File: src/rtl/knns_drain_seq.sv
`default_nettype none
// ============================================================================
// Module   : knns_drain_seq
// Brief    : Runs one K-nearest-neighbour search pass, snapshots the sorted
//            list and streams it nearest-first while summing coordinates.
// Revision : 1.0 - initial release
// ============================================================================
module knns_drain_seq #(
  parameter  int W  = 32,
  parameter  int K  = 10,
  parameter  int N  = 64,
  localparam int SW = W + $clog2(K + 1),
  localparam int IW = (K > 1) ? $clog2(K) : 1
) (
  input  logic               clk,
  input  logic               rst,
  input  logic               start,
  input  logic               pt_valid,
  input  logic [2*W*K-1:0]   knn_list,
  output logic               knn_clr,
  output logic               busy,
  output logic               out_valid,
  input  logic               out_ready,
  output logic [W-1:0]       out_x,
  output logic [W-1:0]       out_y,
  output logic [IW-1:0]      out_idx,
  output logic [SW-1:0]      sum_x,
  output logic [SW-1:0]      sum_y,
  output logic               done
);

  localparam int c_M  = (N < K) ? N : K;
  localparam int c_CW = $clog2(N + 1);
  localparam logic [c_CW-1:0] c_N_LAST = c_CW'(N - 1);
  localparam logic [IW-1:0]   c_M_LAST = IW'(c_M - 1);

  typedef enum logic [2:0] {
    S_IDLE    = 3'd0,
    S_CLEAR   = 3'd1,
    S_SCAN    = 3'd2,
    S_CAPTURE = 3'd3,
    S_DRAIN   = 3'd4
  } state_t;

  state_t                   r_state;
  state_t                   w_state_next;
  logic [c_CW-1:0]          r_cnt;
  logic [IW-1:0]            r_rank;
  logic [K-1:0][2*W-1:0]    r_snap;
  logic [SW-1:0]            r_sum_x;
  logic [SW-1:0]            r_sum_y;
  logic                     r_done;
  logic [2*W-1:0]           w_entry;
  logic                     w_last;

  assign w_entry = r_snap[r_rank];
  assign w_last  = (r_rank == c_M_LAST);

  always_comb begin
    w_state_next = r_state;
    case (r_state)
      S_IDLE:    if (start) w_state_next = S_CLEAR;
      S_CLEAR:   w_state_next = S_SCAN;
      S_SCAN:    if (pt_valid && (r_cnt == c_N_LAST)) w_state_next = S_CAPTURE;
      S_CAPTURE: w_state_next = S_DRAIN;
      S_DRAIN:   if (out_ready && w_last) w_state_next = S_IDLE;
      default:   w_state_next = S_IDLE;
    endcase
  end

  always_ff @(posedge clk or posedge rst) begin
    if (rst) begin
      r_state <= S_IDLE;
      r_cnt   <= '0;
      r_rank  <= '0;
      r_snap  <= '0;
      r_sum_x <= '0;
      r_sum_y <= '0;
      r_done  <= 1'b0;
    end else begin
      r_state <= w_state_next;
      r_done  <= 1'b0;
      case (r_state)
        S_CLEAR: begin
          r_cnt   <= '0;
          r_sum_x <= '0;
          r_sum_y <= '0;
        end
        S_SCAN: begin
          if (pt_valid) r_cnt <= r_cnt + 1'b1;
        end
        S_CAPTURE: begin
          // The search stage settled on the previous edge, so this is the final list.
          r_snap <= knn_list;
          r_rank <= '0;
        end
        S_DRAIN: begin
          if (out_ready) begin
            r_sum_x <= r_sum_x + {{(SW-W){1'b0}}, w_entry[2*W-1:W]};
            r_sum_y <= r_sum_y + {{(SW-W){1'b0}}, w_entry[W-1:0]};
            if (w_last) r_done <= 1'b1;
            else        r_rank <= r_rank + 1'b1;
          end
        end
        default: ;
      endcase
    end
  end

  assign knn_clr   = (r_state == S_CLEAR);
  assign busy      = (r_state != S_IDLE);
  assign out_valid = (r_state == S_DRAIN);
  assign out_x     = w_entry[2*W-1:W];
  assign out_y     = w_entry[W-1:0];
  assign out_idx   = r_rank;
  assign sum_x     = r_sum_x;
  assign sum_y     = r_sum_y;
  assign done      = r_done;

endmodule
`default_nettype wire

File: config.mk
export PLATFORM = sky130hd
export DESIGN_NAME = knns_drain_seq
export DESIGN_NICKNAME = d
export VERILOG_FILES = /design/src/rtl/knns_drain_seq.sv
export SDC_FILE = /design/constraint.sdc
export NUM_CORES = 2
export LEC_CHECK = 0
export CAP_MARGIN = 10
export CELL_PAD_IN_SITES_DETAIL_PLACEMENT = 0
export CELL_PAD_IN_SITES_GLOBAL_PLACEMENT = 1
export CORE_AREA = 2 2 307 309
export DETAILED_ROUTE_END_ITERATION = 6
export DIE_AREA = 0 0 309 311
export PLACE_DENSITY_LB_ADDON = 0.1
export SYNTH_ARGS = -nofsm -noshare
export SYNTH_HDL_FRONTEND = slang
export SYNTH_SLANG_ARGS = --single-unit
File: constraint.sdc
create_clock -name clk -period 48.7 [get_ports clk]
set_clock_uncertainty 0.15 [all_clocks]
set_input_delay 12.175 -clock clk [delete_from_list [all_inputs] [get_ports clk]]
set_output_delay 12.175 -clock clk [all_outputs]
set_load 0.02 [all_outputs]
; Yosys cells after proc, flatten, opt, wreduce, memory -nomap -nowiden
; Index checks and enable logic that the tools add are counted.
[word_totals]
regBits = 727
input_bits = 645
out_inout_bits = 144
elab_cells = 62
[op_classes]
add_sub_neg = 4
order_cmp = 1
n_eq_ne = 12
muxes = 18
reduce_logical = 11
[op_table]
columns = operator, n
row1 = $bmux 64 s4, 1
row2 = $pmux 36 s2, 2
row3 = $add 36x32->36, 2
row4 = $mux 36, 2
row5 = $mux 64, 1
row6 = $pmux 3 s5, 1
row7 = $pmux 7 s2, 1
row8 = $mux 3, 3
row9 = $mux 4, 2
row10 = $ne 2x2->1 const B, 4
row11 = $pmux 4 s2, 1
row12 = $add 7x1->7 const B, 1
row13 = $eq 7x6->1 const B, 1
row14 = $mux 7, 1
row15 = $eq 3x2->1 const B, 2
row16 = $reduce_and 3->1, 2
row17 = $reduce_bool 2->1, 3
row18 = $lt 4x5->1 const B, 1
row19 = $add 4x1->4 const B, 1
row20 = $eq 4x4->1 const B, 1
row21 = $ne 2x1->1 const B, 2
row22 = $reduce_and 2->1, 2
row23 = $eq 3x1->1 const B, 1
row24 = $eq 3x3->1 const B, 1
row25 = 4 further kinds, 7

; Longest topological paths before layout
[depth]
word_depth = 5
ltp_mapped = 17
ltp_nobuf = 14

; Least setup slack after synthesis
; No wires, ideal clock.
[synth_path]
path_kind = register to output
start = register r_rank[0], in the netlist out_idx[0]
end = output out_y[1]
t_arrival_ns = 2.335
t_required_ns = 36.375
setup_slack_ns = 34.040
path_stages_with_launch = 8
path_buffers = 4
cell_sequence = dfrtp_1 -> clkbuf_1 -> buf_2 -> buf_1 -> buf_2 -> mux4_2 -> nand2_1 -> a21oi_1
[synth_between]
elab_chain_len = 2
[synth_lines]
columns = item, line_no
row1 = "start, declared", 48  ; logic [IW-1:0] r_rank;
row2 = "start signal, assigned", 102  ; else r_rank <= r_rank + 1'b1;
row3 = $bmux 64 s4, 56  ; assign w_entry = r_snap[r_rank];
row4 = $mux 64 (implied by the code), 56
row5 = "end, declared", 25  ; output logic [W-1:0] out_y,
; No other way between the ends. The select of a mux whose other input is x is not followed.

; Worst setup path in the final report
[layout_path]
start = register r_rank[1], in the netlist out_idx[1]
end = output out_x[26]
[layout_between]
elab_chain_len = 2
[layout_lines]
columns = item, line_no
row1 = $bmux 64 s4, 56
row2 = $mux 64 (implied by the code), 56
row3 = "end, declared", 24  ; output logic [W-1:0] out_x,
; No other way between the ends. The select of a mux whose other input is x is not followed.

==> flow_results.xml <==
<?xml version="1.0" encoding="UTF-8"?>
<metrics>
  <group name="sta">
    <metric name="worstMarginPinSlew" unit="ps">1150</metric>
    <metric name="final-max-slew-violation-count" unit="">0</metric>
    <metric name="rsz_0062_raised_after_global_routing" unit="">false</metric>
    <metric name="tns" unit="ps">0</metric>
    <metric name="setup_violations" unit="">0</metric>
    <metric name="final.period_utilization" unit="">0.353</metric>
    <metric name="achievable-frequency" unit="MHz">58.1</metric>
    <metric name="post-route-min-period" unit="ps">17210</metric>
    <metric name="timing.final.hold_violations" unit="">0</metric>
    <metric name="max_slew_margin" unit="">0.233</metric>
    <metric name="final.setup.worst_slack" unit="ps">31490</metric>
  </group>
  <group name="power">
    <metric name="switching_fraction_of_total_power" unit="">0.425</metric>
    <metric name="power.density" unit="nW/um^2">71.0</metric>
    <metric name="p_int" unit="mW">1.93</metric>
    <metric name="netSwitchingPower" unit="mW">1.43</metric>
    <metric name="leakage" unit="nW">22.5</metric>
    <metric name="power_frac_seq" unit="">0.327</metric>
    <metric name="comb_power_share" unit="">0.485</metric>
    <metric name="ir_worst_vdd" unit="mV">0.0357</metric>
    <metric name="power.total" unit="mW">3.36</metric>
    <metric name="clock_network_power_share" unit="">0.188</metric>
  </group>
  <group name="synthesis">
    <metric name="postSynthRegisterBits" unit="">727</metric>
    <metric name="synth-edff-count" unit="">0</metric>
    <metric name="synth_cell_types" unit="">73</metric>
    <metric name="synth_nets" unit="">4696</metric>
    <metric name="synth_async_sr_flop_share" unit="">1.00</metric>
    <metric name="ys.flop_type" unit="">sky130_fd_sc_hd__dfrtp_1</metric>
    <metric name="syn_inst_count" unit="">3982</metric>
    <metric name="synth-seq-area-share" unit="">0.510</metric>
    <metric name="avgSynthCellArea" unit="um^2">8.96</metric>
    <metric name="syn-cell-area" unit="um^2">35700</metric>
    <metric name="synthesis.yosys.warnings" unit="">0</metric>
  </group>
  <group name="cts">
    <metric name="clk_pin_slew_worst_paths" unit="ps">60</metric>
    <metric name="max-clock-path-buffers" unit="">3</metric>
    <metric name="hold_buffers" unit="">0</metric>
    <metric name="clk_latency" unit="ps">650</metric>
    <metric name="cts_setup_buffers" unit="">0</metric>
    <metric name="cts-buffers-inserted" unit="">83</metric>
    <metric name="cts_tree" unit="">yes</metric>
    <metric name="postCtsResizedCells" unit="">0</metric>
    <metric name="cts_num_sinks" unit="">727</metric>
    <metric name="ctsHtreeMaxLevel" unit="">3</metric>
    <metric name="clk_root_buffer_cell" unit="">sky130_fd_sc_hd__clkbuf_16</metric>
  </group>
  <group name="flow_run">
    <metric name="max-cap-violations" unit="">0</metric>
  </group>
  <group name="floorplan">
    <metric name="die_area" unit="um^2">96100</metric>
    <metric name="placeableCoreArea" unit="um^2">92800</metric>
    <metric name="top_level_ports" unit="">789</metric>
    <metric name="fp-row-count" unit="">112</metric>
    <metric name="die_w" unit="um">309</metric>
    <metric name="die_height" unit="um">311</metric>
    <metric name="start_util" unit="">0.385</metric>
  </group>
  <group name="worst_setup_path">
    <metric name="critical_path.max_fanout" unit="">49</metric>
    <metric name="flop2flop_setup_slack" unit="ps">43090</metric>
    <metric name="endpoint" unit="">out_x[26]</metric>
    <metric name="r2r_start" unit="">out_idx[1]</metric>
    <metric name="worst-endpoint-arrival" unit="ps">4890</metric>
    <metric name="critical_r2r_capture" unit="">sum_x[29]</metric>
    <metric name="cp-startpoint" unit="">out_idx[1]</metric>
    <metric name="timing.reg2reg.worst_path_depth" unit="">11</metric>
    <metric name="crit_path_end_kind" unit="">output port</metric>
    <metric name="timing.critical_path.required" unit="ps">36380</metric>
    <metric name="critPathKind" unit="">flop to output port</metric>
    <metric name="worst_setup_path_start_kind" unit="">flop</metric>
  </group>
  <group name="routing">
    <metric name="ant_nets" unit="">0</metric>
    <metric name="number_of_remaining_drc_errors" unit="">0</metric>
    <metric name="wl" unit="um">139000</metric>
    <metric name="drtPass1Iterations" unit="">5</metric>
    <metric name="avgViaCountPerCell" unit="">5.17</metric>
    <metric name="detailroute.via_count" unit="">30900</metric>
    <metric name="wire_per_inst" unit="um">23.2</metric>
    <metric name="first_iter_violations" unit="">2896</metric>
  </group>
  <group name="finish">
    <metric name="num-nets-final" unit="">5352</metric>
    <metric name="mostFrequentLayoutCell" unit="">sky130_fd_sc_hd__nand2_1</metric>
    <metric name="drive_gt1_frac" unit="">0.0802</metric>
    <metric name="num-fill-cells" unit="">8822</metric>
    <metric name="mostFrequentLayoutCells" unit="">sky130_fd_sc_hd__nand2_1 (2,080), sky130_fd_sc_hd__clkdlybuf4s50_1 (788), sky130_fd_sc_hd__dfrtp_1 (724), sky130_fd_sc_hd__mux4_2 (128), sky130_fd_sc_hd__a21oi_1 (124)</metric>
    <metric name="syn_to_final_growth" unit="%">32.5</metric>
  </group>
  <group name="worst_hold_path">
    <metric name="min-delay-path-class" unit="">flop to flop</metric>
  </group>
  <group name="place">
    <metric name="gpl.final_weighted_congestion" unit="">0.908</metric>
    <metric name="post-dp-hpwl" unit="um">101000</metric>
    <metric name="pre_cts_ws" unit="ps">32200</metric>
    <metric name="number_of_buffers_inserted_by_port_buffering" unit="">788</metric>
  </group>
  <group name="grt">
    <metric name="overflow" unit="">0</metric>
    <metric name="antenna_found_initial" unit="">28</metric>
    <metric name="first_global_vias" unit="">30400</metric>
    <metric name="groute.usage.overall" unit="">0.284</metric>
    <metric name="global_route_wire_length_before_repair" unit="um">203000</metric>
    <metric name="grt_start_max_net_pins" unit="">246</metric>
  </group>
  <group name="outcome">
    <metric name="status" unit="">completed</metric>
  </group>
</metrics>
-- Yosys cell counts, types with 7 or more instances --
| cell type | n | share of area |
|---|---|---|
| sky130_fd_sc_hd__buf_1 | 17 | 0.0018 |
| sky130_fd_sc_hd__a31oi_1 | 9 | 0.0016 |
| sky130_fd_sc_hd__a21o_1 | 31 | 0.0065 |
| sky130_fd_sc_hd__nand2b_1 | 9 | 0.0016 |
| sky130_fd_sc_hd__a221oi_1 | 64 | 0.016 |
| sky130_fd_sc_hd__nor2_1 | 55 | 0.0058 |
| sky130_fd_sc_hd__ha_1 | 67 | 0.023 |
| sky130_fd_sc_hd__nand2_1 | 2082 | 0.22 |
| sky130_fd_sc_hd__dfrtp_1 | 727 | 0.51 |
| sky130_fd_sc_hd__nor3_1 | 8 | 0.0011 |
| sky130_fd_sc_hd__clkbuf_1 | 216 | 0.023 |
| sky130_fd_sc_hd__xnor2_1 | 26 | 0.0064 |
| sky130_fd_sc_hd__mux2i_1 | 7 | 0.0020 |
| sky130_fd_sc_hd__nand4_1 | 12 | 0.0021 |
| sky130_fd_sc_hd__o21bai_1 | 11 | 0.0023 |
| sky130_fd_sc_hd__o21a_1 | 7 | 0.0015 |
| sky130_fd_sc_hd__xor2_1 | 31 | 0.0076 |
| sky130_fd_sc_hd__nand3_1 | 47 | 0.0066 |
| sky130_fd_sc_hd__a21oi_1 | 124 | 0.017 |
| sky130_fd_sc_hd__a211oi_2 | 7 | 0.0025 |
| sky130_fd_sc_hd__mux2_2 | 64 | 0.020 |
| sky130_fd_sc_hd__inv_1 | 23 | 0.0024 |
| sky130_fd_sc_hd__mux4_2 | 128 | 0.081 |
| sky130_fd_sc_hd__o21ai_0 | 92 | 0.013 |
| sky130_fd_sc_hd__buf_2 | 11 | 0.0015 |
-- critical path, stage by stage, from the launching register on --
cell and delay [ps]:
sky130_fd_sc_hd__dfrtp_4 750, sky130_fd_sc_hd__nor2_4 900, sky130_fd_sc_hd__buf_4 620, sky130_fd_sc_hd__a221oi_1 160, sky130_fd_sc_hd__a21oi_1 830, sky130_fd_sc_hd__clkdlybuf4s50_1 790
-- logic make-up (layout without fill, tap and decap cells) --
| group | Yosys count | in the layout | synth area share |
|---|---|---|---|
| and+or+nand+nor | 2256 | 2256 | 0.245 |
| other | 0 | 19 | 0 |
| DFF | 727 | 727 | 0.510 |
| AOI/OAI and AO/OA | 407 | 407 | 0.0755 |
| xor gates and xnor gates | 57 | 57 | 0.0140 |
| muxes | 199 | 199 | 0.103 |
| adders and majority gates | 69 | 69 | 0.0246 |
| buffers and inverters | 267 | 985 | 0.0285 |
-- flip-flops by register name, summed over array words and instances (netlist names) --
signal and flops:
out_idx 4, sum_y 36, done 1, r_cnt 7, sum_x 36, r_snap 640
r_state 3
-- power by group through the flow --
stage               registers [mW]  logic, mW  clock network (mW)
floorplan                     1.03       1.04                   0
global placement              1.10       1.60                   0
detailed placement            1.10       1.62                   0
CTS                           1.09       1.63               0.643
global route                  1.13       1.78               0.667
finish                        1.10       1.63               0.632
-- worst min path at each step --
stage,cells after the start,endpoint,slack (ps),start
floorplan,2,r_snap[576],290,r_snap[576]
global placement,2,r_snap[399],300,r_snap[399]
global route,2,r_snap[381],330,r_snap[381]
CTS,2,r_snap[140],320,r_snap[140]
finish,2,r_snap[549],320,r_snap[549]
detailed placement,2,r_snap[140],310,r_snap[140]
-- area by class of cell --
cell class                 instances  area [um^2]  share of cell area
antenna                           19         47.5             0.00101
multi-input combinational       2988        16500               0.349
clock buffer                     128         2420              0.0511
tap                             1254         1570              0.0332
clock inverter                    19          267             0.00564
inverter                          23         98.8             0.00209
timing repair buffer             815         8170               0.173
sequential                       727        18200               0.385
-- per-layer routing --
metal	vias up	track usage	part of all wire
met5	-	0	0.000094
met4	2	0.0907	0.028
met3	183	0.0451	0.059
met2	1013	0.427	0.45
met1	15200	0.420	0.46
li1	14400	-	-
-- metrics by stage --
stage	cells	utilization	instance area (um^2)	hold slack (ps)
final	5973	0.510	47300	320
after global routing	5972	0.510	47300	331
after global placement	5807	0.480	44600	303
after floorplan	3982	-	35700	290
after CTS	5954	0.509	47200	322
after detailed placement	5807	0.480	44600	307
Power figures use the tool's default switching activity.
